$ cat config.mk
export PLATFORM = sky130hd
export DESIGN_NAME = assoc_data_cache_flat
export DESIGN_NICKNAME = d
export VERILOG_FILES = /design/src/rtl/assoc_data_cache_if.sv /design/src/rtl/assoc_data_cache.sv /design/src/flat_wrapper.sv
export SDC_FILE = /design/constraint.sdc
export NUM_CORES = 1
export LEC_CHECK = 0
export ABC_AREA = 0
export CAP_MARGIN = 0
export CELL_PAD_IN_SITES_DETAIL_PLACEMENT = 1
export CELL_PAD_IN_SITES_GLOBAL_PLACEMENT = 2
export CORE_MARGIN = 4
export CORE_UTILIZATION = 44
export DETAILED_ROUTE_END_ITERATION = 7
export MAX_ROUTING_LAYER = met4
export PLACE_DENSITY_LB_ADDON = 0.1
export SYNTH_ARGS = -nofsm -noshare
export SYNTH_HDL_FRONTEND = slang
export SYNTH_SLANG_ARGS = --single-unit
$ cat constraint.sdc
create_clock -name i_clk -period 6.9 [get_ports i_clk]
set_clock_uncertainty 0.05 [all_clocks]
set_input_delay 1.38 -clock i_clk [delete_from_list [all_inputs] [get_ports i_clk]]
set_output_delay 1.38 -clock i_clk [all_outputs]
set_load 0.05 [all_outputs]
$ cat src/rtl/assoc_data_cache_if.sv
// CPU-side and memory-side bus of the 2-way data cache.
// slave: the cache itself; master: the CPU/memory environment driving it.
interface assoc_data_cache_if #(
    parameter int DATA_W = 8,
    parameter int ADDR_W = 8,
    parameter int OFF_W  = 2,
    parameter int CNT_W  = 16
);
    localparam int MADDR_W = ADDR_W - OFF_W;
    localparam int BLK_W   = DATA_W << OFF_W;

    logic               read;
    logic               write;
    logic [ADDR_W-1:0]  address;
    logic [DATA_W-1:0]  writedata;
    logic [DATA_W-1:0]  readdata;
    logic               busywait;
    logic               mem_read;
    logic               mem_write;
    logic [MADDR_W-1:0] mem_address;
    logic [BLK_W-1:0]   mem_writedata;
    logic [BLK_W-1:0]   mem_readdata;
    logic               mem_busywait;
    logic [CNT_W-1:0]   hit_count;
    logic [CNT_W-1:0]   miss_count;

    modport slave (
        input  read, write, address, writedata, mem_readdata, mem_busywait,
        output readdata, busywait, mem_read, mem_write, mem_address, mem_writedata,
               hit_count, miss_count
    );

    modport master (
        output read, write, address, writedata, mem_readdata, mem_busywait,
        input  readdata, busywait, mem_read, mem_write, mem_address, mem_writedata,
               hit_count, miss_count
    );
endinterface

$ cat src/rtl/assoc_data_cache.sv
// 2-way set-associative write-back/write-allocate data cache with per-set LRU
// and saturating hit/miss counters. States: IDLE, WRITEBACK, ALLOCATE, UPDATE.
module assoc_data_cache #(
    parameter int DATA_W = 8,
    parameter int ADDR_W = 8,
    parameter int OFF_W  = 2,
    parameter int IDX_W  = 2,
    parameter int CNT_W  = 16
) (
    input  logic                i_clk,
    input  logic                i_rst,
    assoc_data_cache_if.slave   bus
);
    localparam int SETS  = 1 << IDX_W;
    localparam int TAG_W = ADDR_W - IDX_W - OFF_W;
    localparam int BLK_W = DATA_W << OFF_W;
    localparam int MA_W  = ADDR_W - OFF_W;

    typedef enum logic [1:0] {S_IDLE, S_WRITEBACK, S_ALLOCATE, S_UPDATE} state_t;
    state_t r_state, w_state_nxt;

    logic [SETS-1:0]  r_valid [2];
    logic [SETS-1:0]  r_dirty [2];
    logic [SETS-1:0]  r_lru;
    logic [TAG_W-1:0] r_tag  [2][SETS];
    logic [BLK_W-1:0] r_data [2][SETS];

    logic             r_victim;
    logic [TAG_W-1:0] r_miss_tag;
    logic [IDX_W-1:0] r_miss_idx;
    logic [BLK_W-1:0] r_fill;
    logic             r_retry;
    logic [CNT_W-1:0] r_hit_cnt, r_miss_cnt;
    logic             r_mem_read, r_mem_write;
    logic [MA_W-1:0]  r_mem_addr;
    logic [BLK_W-1:0] r_mem_wdata;

    logic [TAG_W-1:0] w_tag, w_sel_tag;
    logic [IDX_W-1:0] w_idx, w_sel_idx;
    logic [OFF_W-1:0] w_off;
    logic             w_req, w_match0, w_match1, w_hit, w_hit_way, w_done, w_miss_start;
    logic             w_victim, w_sel_victim;
    logic [BLK_W-1:0] w_hit_blk;
    logic             w_mem_read_nxt, w_mem_write_nxt;
    logic [MA_W-1:0]  w_mem_addr_nxt;
    logic [BLK_W-1:0] w_mem_wdata_nxt;

    assign w_tag        = bus.address[ADDR_W-1 -: TAG_W];
    assign w_idx        = bus.address[OFF_W +: IDX_W];
    assign w_off        = bus.address[OFF_W-1:0];
    assign w_req        = bus.read | bus.write;
    assign w_match0     = r_valid[0][w_idx] && (r_tag[0][w_idx] == w_tag);
    assign w_match1     = r_valid[1][w_idx] && (r_tag[1][w_idx] == w_tag);
    assign w_hit        = w_req & (w_match0 | w_match1);
    assign w_hit_way    = w_match1;
    assign w_done       = w_hit & (r_state == S_IDLE);
    assign w_miss_start = w_req & ~w_hit & (r_state == S_IDLE);
    assign w_victim     = !r_valid[0][w_idx] ? 1'b0 :
                          !r_valid[1][w_idx] ? 1'b1 : r_lru[w_idx];
    assign w_hit_blk    = r_data[w_hit_way][w_idx];

    // While leaving IDLE the miss context is not yet latched, so use the live request.
    assign w_sel_victim = (r_state == S_IDLE) ? w_victim : r_victim;
    assign w_sel_idx    = (r_state == S_IDLE) ? w_idx    : r_miss_idx;
    assign w_sel_tag    = (r_state == S_IDLE) ? w_tag    : r_miss_tag;

    assign bus.readdata      = (w_hit && !i_rst) ? w_hit_blk[int'(w_off)*DATA_W +: DATA_W] : '0;
    assign bus.busywait      = ~i_rst & w_req & ~w_done;
    assign bus.mem_read      = r_mem_read;
    assign bus.mem_write     = r_mem_write;
    assign bus.mem_address   = r_mem_addr;
    assign bus.mem_writedata = r_mem_wdata;
    assign bus.hit_count     = r_hit_cnt;
    assign bus.miss_count    = r_miss_cnt;

    always_ff @(posedge i_clk or posedge i_rst) begin
        if (i_rst) r_state <= S_IDLE;
        else       r_state <= w_state_nxt;
    end

    always_comb begin
        w_state_nxt = r_state;
        unique case (r_state)
            S_IDLE:
                if (w_miss_start)
                    w_state_nxt = (r_valid[w_victim][w_idx] && r_dirty[w_victim][w_idx]) ?
                                  S_WRITEBACK : S_ALLOCATE;
            S_WRITEBACK: if (!bus.mem_busywait) w_state_nxt = S_ALLOCATE;
            S_ALLOCATE:  if (!bus.mem_busywait) w_state_nxt = S_UPDATE;
            S_UPDATE:    w_state_nxt = S_IDLE;
            default:     w_state_nxt = S_IDLE;
        endcase
    end

    always_comb begin
        w_mem_read_nxt  = 1'b0;
        w_mem_write_nxt = 1'b0;
        w_mem_addr_nxt  = '0;
        w_mem_wdata_nxt = '0;
        case (w_state_nxt)
            S_WRITEBACK: begin
                w_mem_write_nxt = 1'b1;
                w_mem_addr_nxt  = {r_tag[w_sel_victim][w_sel_idx], w_sel_idx};
                w_mem_wdata_nxt = r_data[w_sel_victim][w_sel_idx];
            end
            S_ALLOCATE: begin
                w_mem_read_nxt = 1'b1;
                w_mem_addr_nxt = {w_sel_tag, w_sel_idx};
            end
            default: ;
        endcase
    end

    always_ff @(posedge i_clk or posedge i_rst) begin
        if (i_rst) begin
            r_valid[0]  <= '0;
            r_valid[1]  <= '0;
            r_dirty[0]  <= '0;
            r_dirty[1]  <= '0;
            r_lru       <= '0;
            r_victim    <= 1'b0;
            r_miss_tag  <= '0;
            r_miss_idx  <= '0;
            r_retry     <= 1'b0;
            r_hit_cnt   <= '0;
            r_miss_cnt  <= '0;
            r_mem_read  <= 1'b0;
            r_mem_write <= 1'b0;
            r_mem_addr  <= '0;
            r_mem_wdata <= '0;
        end else begin
            r_mem_read  <= w_mem_read_nxt;
            r_mem_write <= w_mem_write_nxt;
            r_mem_addr  <= w_mem_addr_nxt;
            r_mem_wdata <= w_mem_wdata_nxt;
            if (w_miss_start) begin
                r_victim   <= w_victim;
                r_miss_tag <= w_tag;
                r_miss_idx <= w_idx;
                if (r_miss_cnt != '1) r_miss_cnt <= r_miss_cnt + 1'b1;
            end
            if (r_state == S_UPDATE) begin
                r_valid[r_victim][r_miss_idx] <= 1'b1;
                r_dirty[r_victim][r_miss_idx] <= 1'b0;
                r_retry                       <= 1'b1;
            end
            // The completion of a refilled request is not a genuine hit.
            if (w_done) begin
                r_lru[w_idx] <= ~w_hit_way;
                if (bus.write) r_dirty[w_hit_way][w_idx] <= 1'b1;
                if (r_retry)                 r_retry   <= 1'b0;
                else if (r_hit_cnt != '1)    r_hit_cnt <= r_hit_cnt + 1'b1;
            end
        end
    end

    always_ff @(posedge i_clk) begin
        if (r_state == S_ALLOCATE && !bus.mem_busywait) r_fill <= bus.mem_readdata;
        if (r_state == S_UPDATE) begin
            r_data[r_victim][r_miss_idx] <= r_fill;
            r_tag[r_victim][r_miss_idx]  <= r_miss_tag;
        end
        if (w_done && bus.write && !i_rst)
            r_data[w_hit_way][w_idx][int'(w_off)*DATA_W +: DATA_W] <= bus.writedata;
    end
endmodule

$ cat src/flat_wrapper.sv
// flat-port wrapper written by rule: the top's interface ports become plain ports
module assoc_data_cache_flat 
#(
    parameter int DATA_W = 8,
    parameter int ADDR_W = 8,
    parameter int OFF_W  = 2,
    parameter int IDX_W  = 2,
    parameter int CNT_W  = 16
)
  (i_clk, i_rst, bus_read, bus_write, bus_address, bus_writedata, bus_mem_readdata, bus_mem_busywait, bus_readdata, bus_busywait, bus_mem_read, bus_mem_write, bus_mem_address, bus_mem_writedata, bus_hit_count, bus_miss_count);
  assoc_data_cache_if #(.DATA_W(DATA_W), .ADDR_W(ADDR_W), .OFF_W(OFF_W), .CNT_W(CNT_W)) bus_i ();
  input  logic i_clk;
  input  logic i_rst;
  input wire logic [$bits(bus_i.read)-1:0] bus_read;
  input wire logic [$bits(bus_i.write)-1:0] bus_write;
  input wire logic [$bits(bus_i.address)-1:0] bus_address;
  input wire logic [$bits(bus_i.writedata)-1:0] bus_writedata;
  input wire logic [$bits(bus_i.mem_readdata)-1:0] bus_mem_readdata;
  input wire logic [$bits(bus_i.mem_busywait)-1:0] bus_mem_busywait;
  output wire logic [$bits(bus_i.readdata)-1:0] bus_readdata;
  output wire logic [$bits(bus_i.busywait)-1:0] bus_busywait;
  output wire logic [$bits(bus_i.mem_read)-1:0] bus_mem_read;
  output wire logic [$bits(bus_i.mem_write)-1:0] bus_mem_write;
  output wire logic [$bits(bus_i.mem_address)-1:0] bus_mem_address;
  output wire logic [$bits(bus_i.mem_writedata)-1:0] bus_mem_writedata;
  output wire logic [$bits(bus_i.hit_count)-1:0] bus_hit_count;
  output wire logic [$bits(bus_i.miss_count)-1:0] bus_miss_count;
  assign bus_i.read = bus_read;
  assign bus_i.write = bus_write;
  assign bus_i.address = bus_address;
  assign bus_i.writedata = bus_writedata;
  assign bus_i.mem_readdata = bus_mem_readdata;
  assign bus_i.mem_busywait = bus_mem_busywait;
  assign bus_readdata = bus_i.readdata;
  assign bus_busywait = bus_i.busywait;
  assign bus_mem_read = bus_i.mem_read;
  assign bus_mem_write = bus_i.mem_write;
  assign bus_mem_address = bus_i.mem_address;
  assign bus_mem_writedata = bus_i.mem_writedata;
  assign bus_hit_count = bus_i.hit_count;
  assign bus_miss_count = bus_i.miss_count;
  assoc_data_cache #(.DATA_W(DATA_W), .ADDR_W(ADDR_W), .OFF_W(OFF_W), .IDX_W(IDX_W), .CNT_W(CNT_W)) u_core (.i_clk(i_clk), .i_rst(i_rst), .bus(bus_i));
endmodule
==> impl_metrics.py <==
metrics = {
    "place": {
        "numPlacedInstances": 2220,
        "place.port_buffers": 133,
        "place_congestion": 0.8604,
        "pre_cts_ws_ns": 0.6632,
        "hpwl_um": 42070,
    },
    "final_layout": {
        "most_common_cell_after_layout_fill_and_taps_aside": "sky130_fd_sc_hd__nand2_1",
        "layout.cells.most_common_list": "sky130_fd_sc_hd__nand2_1, sky130_fd_sc_hd__edfxtp_1, sky130_fd_sc_hd__clkdlybuf4s50_1",
        "area_growth_syn_to_layout_pct": 18.99,
        "layout.filler_cells": 4409,
        "multi_input_comb_area_sq_um": 6794,
        "diodes": 0,
        "layoutNonFillerInstCount": 2304,
        "fin_nets": 1745,
        "regArea_sq_um": 12160,
        "post_route_cells_drive_above_1_share_pct": 13.79,
    },
    "logic_synthesis": {
        "synth_area_per_cell_sq_um": 12.55,
        "mappedNetlistArea_sq_um": 19380,
        "synth-main-ff-cell": "sky130_fd_sc_hd__edfxtp_1",
        "synth.net_count": 1606,
        "synth-edff-count": 320,
        "ys_async_sr_fraction_pct": 24.17,
        "synth.yosys.seq_area_share_pct": 62.75,
        "yosysWarningCount": 0,
        "post_synth_inst_count": 1544,
        "synth.lib_cells_used.distinct": 55,
        "ys_ff_latch": 422,
    },
    "global_routing": {
        "globalRouteOverflowTotal": 0,
        "global_route.usage.met3_pct": 4.598,
        "first_pass_grt_wire_length_um": 93130,
        "grt.total_usage_pct": 26.89,
        "global_route.peak_usage_layer": "met2",
        "antenna_found_initial": 0,
        "number_of_global_route_vias_before_repair": 14530,
        "groute.layer.met1.usage_pct": 35.78,
        "grt_max_degree": 65,
        "grt.met2_usage_pct": 42.53,
    },
    "critical_path": {
        "rr_endpoint": "u_core.bus.mem_address[3]$_DFF_PP0_",
        "crit_path_max_fanout": 30,
        "worst_reg_to_reg_cells": 12,
        "critical_path.endpoint": "bus_readdata[2]",
        "critical_path.reg2reg.startpoint": "u_core.r_valid[3]$_DFFE_PP0P_",
        "timing.critical_path.to_type": "output port",
        "worstSetupPathType": "in -> out",
        "timing.critical_path.required_ns": 5.47,
        "worst_ep_arrival_time_ns": 4.84,
        "crit_path_start_kind": "input port",
        "cp-startpoint": "bus_address[2]",
        "worst-r2r-setup-slack_ns": 2.65,
    },
    "floorplan": {
        "die_width_um": 217.9,
        "core_region_sq_um": 43270,
        "i_o_pin_count": 134,
        "floorplan.initialDensity_pct": 44.79,
        "die-area_sq_um": 47470,
        "num_rows": 76,
        "die_height_um": 217.9,
    },
    "min_path": {
        "hold_path_cell_cnt": 1,
        "hold_path.startpoint": "u_core.bus.miss_count[7]$_DFFE_PP0P_",
        "hp-class": "reg -> reg",
    },
    "clocking": {
        "holdBufCountCts": 0,
        "ctsRootBufferMaster": "sky130_fd_sc_hd__clkbuf_16",
        "postCtsSetupRepairBufs": 0,
        "clock_latency_ns": 0.57,
        "post_cts_resized": 0,
        "cts_tree": "yes",
        "path_clk_slew_ns": 0.06,
        "clock_sink_count": 422,
        "cts_buffers": 46,
        "ctsHtreeMaxLevel": 2,
        "maximum_clock_insertion_buffer_count": 3,
    },
    "sta": {
        "timing.final.ws_setup_ns": 0.6285,
        "final_hold_viol_count": 0,
        "actual_transition_at_the_worst_max_transition_pin_ns": 1.434,
        "final_total_negative_setup_slack_ns": 0,
        "period_minus_slack_ns": 6.271,
        "post-route-period-util_pct": 90.89,
        "max_freq_mhz": 159.5,
        "setup_viol": 0,
        "grt_setup_unrepaired": "no",
        "slew_headroom_pct": 3.387,
        "final_max_slew_viol_count": 0,
    },
    "routing": {
        "num_vias": 13840,
        "drtPass1Iterations": 5,
        "drcViolationCount": 0,
        "wirelength_per_cell_um": 26.87,
        "detail_route.vias_per_cell": 6.008,
        "ant_nets": 0,
        "number_of_violations_reported_at_the_end_of_detailed_routing_iteration_0": 1277,
        "totalWireLength_um": 61900,
    },
    "power": {
        "power.density_cell_area_nw_per_um2": 395.0,
        "vdd.ir_drop.worst_mv": 0.3483,
        "static-leakage-power_nw": 8.447,
    },
    "run": {
        "drv_cap": 0,
    },
    "status": {
        "outcome": "completed",
    },
}
## how the worst min path moves through the flow
stage,slack (ns),end
2_1_floorplan,0.40,u_core.r_dirty[4]$_DFF_PP0_
3_3_place_gp,0.42,u_core.r_valid[7]$_DFFE_PP0P_
3_5_place_dp,0.43,u_core.bus.miss_count[7]$_DFFE_PP0P_
4_1_cts,0.44,u_core.bus.miss_count[7]$_DFFE_PP0P_
5_1_grt,0.46,u_core.r_valid[5]$_DFFE_PP0P_
6_report,0.43,u_core.bus.miss_count[7]$_DFFE_PP0P_
## report_power, final
part           internal (mW)  total, mW  switching (mW)  leakage, nW
Sequential              3.21       3.44           0.234         4.21
Combinational          0.996       3.30            2.31         3.52
Clock                   1.38       2.37           0.985        0.712
Total                   5.58       9.11            3.52         8.45
## through the flow
step / util [%] / hold slack (ns) / power (mW) / cell area (sq um)
detailed placement: 49.96 / 0.4307 / 6.749 / 21620
CTS: 53.30 / 0.4387 / 9.148 / 23060
floorplan: - / 0.3989 / 5.488 / 19380
finish: 53.30 / 0.4337 / 9.109 / 23060
global route: 53.30 / 0.4598 / 9.583 / 23060
global placement: 49.96 / 0.4243 / 6.672 / 21620
## cell families (layout without fill, tap and decap cells)
family          Yosys count  in the layout  synth area share, %
buf+inv                 119            294                2.621
mux                      99             99                9.839
compound gates          294            294                9.212
flops                   422            422                62.75
simple gates            567            567                13.46
xor+xnor                 34             34                1.536
fa+ha+maj                 9              9               0.5810
## synth_stat cells, types with 6 or more instances
library cell / number / area (sq um)
sky130_fd_sc_hd__a21o_1: 8 / 60.06
sky130_fd_sc_hd__a21oi_1: 103 / 515.5
sky130_fd_sc_hd__a221o_1: 8 / 80.08
sky130_fd_sc_hd__a22oi_1: 7 / 52.55
sky130_fd_sc_hd__a31oi_1: 24 / 150.1
sky130_fd_sc_hd__a32oi_1: 18 / 157.7
sky130_fd_sc_hd__and3_1: 21 / 131.4
sky130_fd_sc_hd__and4_1: 23 / 201.4
sky130_fd_sc_hd__and4b_1: 7 / 70.07
sky130_fd_sc_hd__buf_1: 6 / 22.52
sky130_fd_sc_hd__buf_2: 34 / 170.2
sky130_fd_sc_hd__clkbuf_1: 56 / 210.2
sky130_fd_sc_hd__dfrtp_1: 102 / 2552
sky130_fd_sc_hd__edfxtp_1: 320 / 9609
sky130_fd_sc_hd__ha_1: 9 / 112.6
sky130_fd_sc_hd__inv_1: 18 / 67.56
sky130_fd_sc_hd__mux2_2: 12 / 135.1
sky130_fd_sc_hd__mux2i_1: 15 / 150.1
sky130_fd_sc_hd__mux4_2: 72 / 1622
sky130_fd_sc_hd__nand2_1: 360 / 1351
sky130_fd_sc_hd__nand2b_1: 16 / 100.1
sky130_fd_sc_hd__nand3_1: 64 / 320.3
sky130_fd_sc_hd__nand4_1: 12 / 75.07
sky130_fd_sc_hd__nor2_1: 23 / 86.33
sky130_fd_sc_hd__nor3_1: 10 / 50.05
sky130_fd_sc_hd__nor4_1: 9 / 56.30
sky130_fd_sc_hd__o21ai_0: 49 / 245.2
sky130_fd_sc_hd__o21ai_1: 35 / 175.2
sky130_fd_sc_hd__o22ai_1: 9 / 56.30
sky130_fd_sc_hd__o31ai_1: 8 / 60.06
sky130_fd_sc_hd__xnor2_1: 17 / 148.9
sky130_fd_sc_hd__xor2_1: 17 / 148.9
## sequential cells by signal (all words and copies together), names as in the netlist
signal / flops
u_core.r_tag: 32
u_core.bus.hit_count: 16
u_core.bus.mem_write: 1
u_core.bus.mem_read: 1
u_core.bus.mem_address: 6
u_core.r_state: 2
u_core.r_data: 256
u_core.r_miss_idx: 2
u_core.r_fill: 32
u_core.r_miss_tag: 4
u_core.r_retry: 1
u_core.bus.mem_writedata: 32
u_core.bus.miss_count: 16
u_core.r_lru: 4
u_core.r_dirty: 8
u_core.r_valid: 8
u_core.r_victim: 1
## layer usage
layer	vias up	routed length (um)
met1	7141	26490
met3	114	3795
li1	6072	-
met4	0	2043
met5	-	0
met2	515	29570
## area by class of cell
cell class / count / area share (%)
Clock buffer: 70 / 5.865
Multi-Input combinational cell: 1003 / 29.46
Timing Repair Buffer: 192 / 8.062
Sequential cell: 422 / 52.74
Inverter: 18 / 0.3038
Clock inverter: 14 / 0.3961
Tap cell: 585 / 3.174
## worst max-delay path, cell delays in order
cell                      delay [ns]
sky130_fd_sc_hd__buf_4          0.34
sky130_fd_sc_hd__buf_4          0.58
sky130_fd_sc_hd__mux4_2         0.53
sky130_fd_sc_hd__nand3_1        0.18
sky130_fd_sc_hd__nor3_4         0.40
sky130_fd_sc_hd__o21ai_1        0.37
sky130_fd_sc_hd__a221o_1        0.38
sky130_fd_sc_hd__a31oi_1        0.44
sky130_fd_sc_hd__buf_12         0.21
No activity file was read; power rests on OpenSTA's default activity.
